===== src/rtl/shift_sequencer.sv =====
// Multi-cycle 8-bit shifter that steps one bit per clock (SLL/SRL/SRA/ROR).
// Optional carry-out register is enabled by defining SHIFT_CARRY_EN.
module shift_sequencer (
  input  logic       clk,
  input  logic       reset,
  input  logic       start,
  input  logic [7:0] operand,
  input  logic [7:0] amount,
  input  logic [1:0] shifttype,
  output logic [7:0] result,
  output logic       busy,
`ifdef SHIFT_CARRY_EN
  output logic       carryout,
`endif
  output logic       done
);

  typedef enum logic [1:0] {StIdle, StShift, StDone} state_e;

  localparam logic [1:0] OpSll = 2'b00;
  localparam logic [1:0] OpSrl = 2'b01;
  localparam logic [1:0] OpSra = 2'b10;
  localparam logic [1:0] OpRor = 2'b11;

  state_e     state_q;
  logic [3:0] count_q;
  logic [1:0] type_q;
  logic [3:0] eff_n;
  logic [7:0] shifted;

  // Rotates wrap every 8 positions; linear shifts saturate at a full clear.
  always_comb begin
    eff_n = 4'd0;
    if (shifttype == OpRor) begin
      eff_n = {1'b0, amount[2:0]};
    end else if (amount > 8'd8) begin
      eff_n = 4'd8;
    end else begin
      eff_n = amount[3:0];
    end
  end

  always_comb begin
    shifted = result;
    unique case (type_q)
      OpSll:   shifted = {result[6:0], 1'b0};
      OpSrl:   shifted = {1'b0, result[7:1]};
      OpSra:   shifted = {result[7], result[7:1]};
      OpRor:   shifted = {result[0], result[7:1]};
      default: shifted = result;
    endcase
  end

`ifdef SHIFT_CARRY_EN
  logic carry_bit;
  assign carry_bit = (type_q == OpSll) ? result[7] : result[0];
`endif

  always_ff @(posedge clk) begin
    if (reset) begin
      state_q <= StIdle;
      count_q <= 4'd0;
      type_q  <= OpSll;
      result  <= 8'h00;
      busy    <= 1'b0;
      done    <= 1'b0;
`ifdef SHIFT_CARRY_EN
      carryout <= 1'b0;
`endif
    end else begin
      unique case (state_q)
        StIdle, StDone: begin
          if (start) begin
            state_q <= StShift;
            count_q <= eff_n;
            type_q  <= shifttype;
            result  <= operand;
            busy    <= 1'b1;
            done    <= 1'b0;
`ifdef SHIFT_CARRY_EN
            carryout <= 1'b0;
`endif
          end else begin
            state_q <= StIdle;
            done    <= 1'b0;
          end
        end
        StShift: begin
          if (count_q != 4'd0) begin
            result  <= shifted;
            count_q <= count_q - 4'd1;
`ifdef SHIFT_CARRY_EN
            carryout <= carry_bit;
`endif
          end else begin
            state_q <= StDone;
            busy    <= 1'b0;
            done    <= 1'b1;
          end
        end
        default: begin
          state_q <= StIdle;
          busy    <= 1'b0;
          done    <= 1'b0;
        end
      endcase
    end
  end

endmodule


===== config.mk =====
export PLATFORM = sky130hd
export DESIGN_NAME = shift_sequencer
export DESIGN_NICKNAME = d
export VERILOG_FILES = /design/src/rtl/shift_sequencer.sv
export SDC_FILE = /design/constraint.sdc
export NUM_CORES = 1
export LEC_CHECK = 0
export BUFFER_PORTS_ARGS = -buffer_cell sky130_fd_sc_hd__clkbuf_2
export CORE_MARGIN = 2
export CORE_UTILIZATION = 35
export DETAILED_ROUTE_END_ITERATION = 16
export GPL_ROUTABILITY_DRIVEN = 0
export GPL_TIMING_DRIVEN = 1
export SLEW_MARGIN = 0
export SYNTH_ARGS = -nofsm -noshare
export SYNTH_HDL_FRONTEND = slang
export SYNTH_SLANG_ARGS = --single-unit

===== constraint.sdc =====
create_clock -name clk -period 1.7 [get_ports clk]
set_input_delay 0.17 -clock clk [delete_from_list [all_inputs] [get_ports clk]]
set_output_delay 0.17 -clock clk [all_outputs]
set_load 0.02 [all_outputs]

==> results of run 1 <==
-- sequential cells by signal, indices dropped and copies added, names as in the netlist --
| register | cells |
|---|---|
| state_q | 2 |
| result | 8 |
| type_q | 2 |
| done | 1 |
| busy | 1 |
| count_q | 4 |
-- final timing paths --
path                            startpoint          to  slack [ns]
worst min register to register        done        done        0.50
worst max register to register  count_q[0]  count_q[3]         0.1
worst max-delay path            count_q[0]  count_q[3]         0.1
worst min-delay path             amount[0]  count_q[0]        0.13
-- Yosys cell counts --
cell type / number
a2111oi_0: 5
a2111oi_2: 1
a211o_1: 1
a21bo_2: 1
a21oi_1: 7
a221oi_1: 1
a311o_1: 1
a31o_1: 6
a31oi_1: 2
and3_1: 2
and4_1: 1
buf_2: 2
buf_4: 3
clkbuf_1: 1
clkinv_1: 1
dfxtp_1: 18
ha_1: 1
inv_1: 2
mux2i_1: 6
nand2_1: 6
nand2b_1: 2
nand3_1: 2
nand3b_1: 1
nand4b_1: 1
nor2_1: 13
nor2_4: 1
nor2b_1: 2
nor3_1: 3
nor3b_2: 1
nor4_2: 1
o2111ai_1: 1
o21a_2: 1
o21ai_0: 4
o21ai_1: 1
o21ai_2: 1
o21ai_4: 1
or4_4: 1
-- per-stage QoR --
stage	power, mW	worst slack (ns)	std cells	hold slack, ns
floorplan	0.750	0.120	105	0.306
global placement	0.866	0.0512	166	0.433
detailed placement	0.869	0.0104	166	0.434
CTS	1.15	0.0541	170	0.109
global route	1.25	-0.00442	171	0.122
finish	1.16	0.0966	171	0.129
-- timing repair --
action	in CTS	in global routing
buffers inserted	0	0
pin swaps	0	1
endpoints found under the setup margin	1	7
gates resized for setup	1	6
gates cloned	0	1
-- critical path, delay by kind of cell, from the launching register on --
family / cells / cell delay (ns)
AO/OA/AOI/OAI: 2 / 0.53
adder cells (fa/ha/maj): 1 / 0.16
buffers and inverters: 1 / 0.12
flip-flops: 1 / 0.32
AND/OR/NAND/NOR: 2 / 0.38
-- metal layers --
| metal | up-vias | share of wire |
|---|---|---|
| met5 | - | 0 |
| met4 | 0 | 0.016 |
| met3 | 4 | 0.086 |
| met2 | 41 | 0.44 |
| met1 | 412 | 0.46 |
| li1 | 475 | - |
-- where the power goes --
| part | switching [mW] | leakage (nW) | internal, mW |
|---|---|---|---|
| Clock | 0.132 | 0.0210 | 0.130 |
| Sequential | 0.0474 | 0.148 | 0.469 |
| Combinational | 0.209 | 0.366 | 0.174 |
| Total | 0.388 | 0.535 | 0.774 |
-- kinds of logic (layout without fill, tap and decap cells) --
group                      count (synthesis)  count (layout)  synth area share
AOI/OAI and AO/OA                         34              35             0.278
and+or+nand+nor                           37              37             0.217
DFF                                       18              18             0.379
adders and majority gates                  1               1            0.0132
muxes                                      6               6            0.0632
buffers and inverters                      9              44            0.0500
-- cell type report --
cell class              instances  area [um^2]
repair buffers                 37          203
fillers                       259         1290
inverters                       3         11.3
flip-flops and latches         18          360
clock buffers                   4         36.3
well taps                      30         37.5
multi-input cells              79          587
==> flow_summary.yaml, run 1 <==
yosys:
  syn_nets: 127
  syn_area_um2: 951
  avgSynthCellArea_um2: 9.06
  synth_seq_cells: 18
  synth_warnings: 0
  synth_top_area_frac: 0.379
  synth_area_leader_cell: "dfxtp_1"
  synth.area.top_cells: "dfxtp_1, mux2i_1, a31o_1, nor2_1, a2111oi_0"
  ys_seq_area_frac: 0.379
  ys_types: 37
  synthesis.instances: 105
global_route:
  grt_pass1_vias: 887
  gr-usage-all-layers: 0.147
  grt_pass1_wl_um: 3700
  grt_max_degree: 17
  grt_use_met1: 0.177
  grt_util_met2: 0.242
  grt-ovfl-total: 0
  busiest_layer: "met2"
  grt_use_met3: 0.0279
  antenna_found_initial: 0
timing:
  fmax_mhz: 624
  tns_ns: 0
  tightest_slew_ns: 0.364
  report.final.setup_viol: 0
  maxSlewViolCount: 0
  fin_crit_ns: 1.60
  skew_ns: 0.00495
  report.final.hold_viol_count: 0
  fin_crit_sh: 0.943
  relSlewSlack: 0.751
critical_path:
  worstRegToRegCells: 6
  arrival_ns: 1.79
  crit_path_start_kind: "flop"
  cp_slowest_cell: "dfxtp_1"
  cp_cell_sequence: "inv_1, ha_4, nor3b_4, o21a_4, nor4_2, a311o_1"
  crit_fanout: 7
  critPathRequiredTime_ns: 1.89
  max_stage_delay_ns: 0.32
  end_kind: "flop"
  worstSetupPathType: "flop to flop"
routing:
  drtIter0Drc: 15
  wl_per_cell_um: 13.5
  vias_per_cell: 5.45
  drt-total-wl_um: 2320
  vias: 932
  drc: 0
  postRouteAntennaNets: 0
  firstDrtPassIters: 4
power:
  power_density_nw_per_um2: 941
  p_leak_nw: 0.535
  vdd_drop_max_mv: 0.436
clock_network:
  clk_pin_slew_ns: 0.11
  cts_tree: "done"
  ctsLongestPathBuffers: 2
  ctsHtreeMaxLevel: 1
  clock_latency_ns: 0.29
  cts_hold_buf: 0
  cts_sinks: 18
  cts_made_buffers: 3
  clock-root-buffer: "clkbuf_4"
cells_and_area:
  layout_common_cells: "clkbuf_2, dfxtp_1, nor2_1, a21oi_1, buf_4"
  n_antenna_cell: 0
  layout-drive-gt1-share: 0.369
  syn_to_final_growth_pct: 29.9
  finalNetCount: 164
  final_common_cell: "clkbuf_2"
  finish.utilization: 0.490
  design_area_um2: 1230
die:
  core_area_um2: 2520
  start_util: 0.377
  num_rows: 18
  die_w_um: 56.1
  ioPinCount: 31
  die_y_um: 56.1
  die_area_um2: 3150
place:
  io_buffers: 30
  placedInstanceArea_um2: 1150
  dp.final_hpwl_um: 1670
flow_run:
  cap_violations: 0
worst_hold_path:
  hold_path_depth: 3
  hold_class: "input pin to flop"
status:
  outcome: "completed"
(Power assumes the default switching activity.)
==> run 2: changes to the inputs <==
--- a/config.mk
+++ b/config.mk
@@ -5,6 +5,7 @@
 export SDC_FILE = /design/constraint.sdc
 export NUM_CORES = 1
 export LEC_CHECK = 0
+export ABC_AREA = 1
 export BUFFER_PORTS_ARGS = -buffer_cell sky130_fd_sc_hd__clkbuf_2
 export CORE_MARGIN = 2
 export CORE_UTILIZATION = 35
==> constraint.sdc (replaced) <==
create_clock -name clk -period 1.4 [get_ports clk]
set_input_delay 0.14 -clock clk [delete_from_list [all_inputs] [get_ports clk]]
set_output_delay 0.14 -clock clk [all_outputs]
set_load 0.02 [all_outputs]
==> flow_summary.yaml, run 2 <==
yosys:
  synth_edf_count: 0
  yosys-top-cells-count: "nand2_1, inv_1, nor2_1"
  synth_seq_cells: 18
  ys_seq_area_frac: 0.328
  synth_top_area_frac: 0.328
  ys_types: 22
  syn_nets: 198
  syn_area_um2: 1100
  synth_area_leader_cell: "dfxtp_1"
  async_reset_ff_frac: 0
  synth_warnings: 0
  ys.flop_type: "dfxtp_1"
  synth.area.top_cells: "dfxtp_1, nand2_1, inv_1, nor2_1, a21oi_1"
  synthesis.instances: 176
  yosysMostFrequentCell: "nand2_1"
  avgSynthCellArea_um2: 6.24
power:
  power_density_nw_per_um2: 1140
  vdd_drop_max_mv: 0.689
  finalPower_mw: 1.53
  p_leak_nw: 0.721
timing:
  fmax_mhz: 758
  skew_ns: 0.00158
  fin_crit_ns: 1.32
  maxSlewViolCount: 0
  report.final.setup_viol: 0
  relSlewSlack: 0.732
  fin_crit_sh: 0.942
  report.final.hold_viol_count: 0
  fin_hold_ws_ns: 0.0609
  rsz0062_at_grt: "no"
  tightest_slew_ns: 0.402
  tns_ns: 0
critical_path:
  rrSetupSlack_ns: 0.08
  worstReg2RegStart: "count_q[1]"
  critPathRequiredTime_ns: 1.62
  end_kind: "flop"
  crit_fanout: 8
  cp-startpoint: "count_q[1]"
  worstSetupPathType: "flop to flop"
  crit_path_start_kind: "flop"
  arrival_ns: 1.53
routing:
  drtIter0Drc: 23
  wl_met3_um: 131
  vias_per_cell: 4.46
  wl_met1_um: 1240
  wl_per_cell_um: 10.4
  postRouteAntennaNets: 0
  top_layer: "met4"
  routed-wl-met2_um: 1220
  firstDrtPassIters: 4
  drt-total-wl_um: 2600
  drc: 0
  vias: 1120
cells_and_area:
  layout_common_cells: "nand2_1, clkbuf_2, nor2_1, inv_1, dfxtp_1"
  fin_cells: 251
  final_common_cell: "nand2_1"
  largest-register: "result"
  syn_to_final_growth_pct: 22.4
  n_antenna_cell: 0
  layout-drive-gt1-share: 0.261
  design_area_um2: 1350
  largest_reg_flops: 8
  top_regs: "result x8, count_q x4"
  finalNetCount: 230
global_route:
  gr-usage-all-layers: 0.154
  grt-ovfl-total: 0
  antenna_found_initial: 0
  grt_max_degree: 17
  grt_pass1_vias: 1043
  grt_pass1_wl_um: 4220
die:
  ioPinCount: 31
  die_area_um2: 3600
  start_util: 0.363
  die_w_um: 60.0
  num_rows: 20
  die_y_um: 60.0
  core_area_um2: 3030
status:
  outcome: "completed"
clock_network:
  ctsHtreeMaxLevel: 1
  cts_sinks: 18
  clock_latency_ns: 0.30
  ctsLongestPathBuffers: 2
  clock-root-buffer: "clkbuf_4"
  cts_tree: "done"
  cts_made_buffers: 3
  clk_pin_slew_ns: 0.11
  cts_setup_buffers: 0
  cts_hold_buf: 0
place:
  dp.final_hpwl_um: 1850
  dp_cells: 246
  placedInstanceArea_um2: 1270
  io_buffers: 30
worst_hold_path:
  holdCritStartpoint: "reset"
  hold_class: "input pin to flop"
flow_run:
  cap_violations: 0
-- run 2: cells by family (layout without fill, tap and decap cells) --
logic type,after synthesis,after routing,share of synthesized area
AOI/OAI and AO/OA,29,29,0.148
DFF,18,18,0.328
xor gates and xnor gates,1,1,0.00797
and+or+nand+nor,92,93,0.363
adders and majority gates,1,1,0.0114
buffers and inverters,35,65,0.141
-- run 2: area by class of cell --
type	instances	area, um^2
fillers	338	1680
repair buffers	32	165
flip-flops and latches	18	362
inverters	29	109
clock buffers	4	36.3
multi-input cells	124	618
well taps	44	55.1
-- run 2: worst paths after layout --
path          endpoint  cells after the start
max reg2reg  result[7]                      9
min reg2reg       busy                      2
max          result[7]                      9
min               busy                      2
-- run 2: timing repair --
| item | in CTS | in global routing |
|---|---|---|
| endpoints found under the setup margin | 4 | 11 |
| cloned | 0 | 1 |
| gates resized for setup | 1 | 6 |
| pin swaps | 0 | 2 |
-- run 2: per-layer routing --
| layer | vias up | global-route usage |
|---|---|---|
| met3 | 2 | 0.0455 |
| li1 | 606 | - |
| met5 | - | 0 |
| met1 | 482 | 0.189 |
| met2 | 30 | 0.270 |
| met4 | 0 | 0.0190 |
-- run 2: worst max-delay path, stage by stage (launching register included) --
cell,delay [ns]
dfxtp_1,0.33
inv_1,0.12
ha_4,0.16
nand3_2,0.11
nand2_4,0.17
nand2_8,0.09
nand2_1,0.09
nand2_1,0.05
nand2_1,0.05
nor2_1,0.04
-- run 2: stage by stage --
step	setup WS, ns	utilization
global route	0.0144	0.444
finish	0.0813	0.444
global placement	0.0494	0.420
CTS	0.0155	0.432
floorplan	0.122	-
detailed placement	0.0160	0.420
-- run 2: power by group --
group | leakage [nW] | total [mW] | switching, mW | internal, mW
Combinational | 0.550 | 0.564 | 0.360 | 0.204
Sequential | 0.149 | 0.630 | 0.0510 | 0.579
Clock | 0.0210 | 0.340 | 0.181 | 0.159
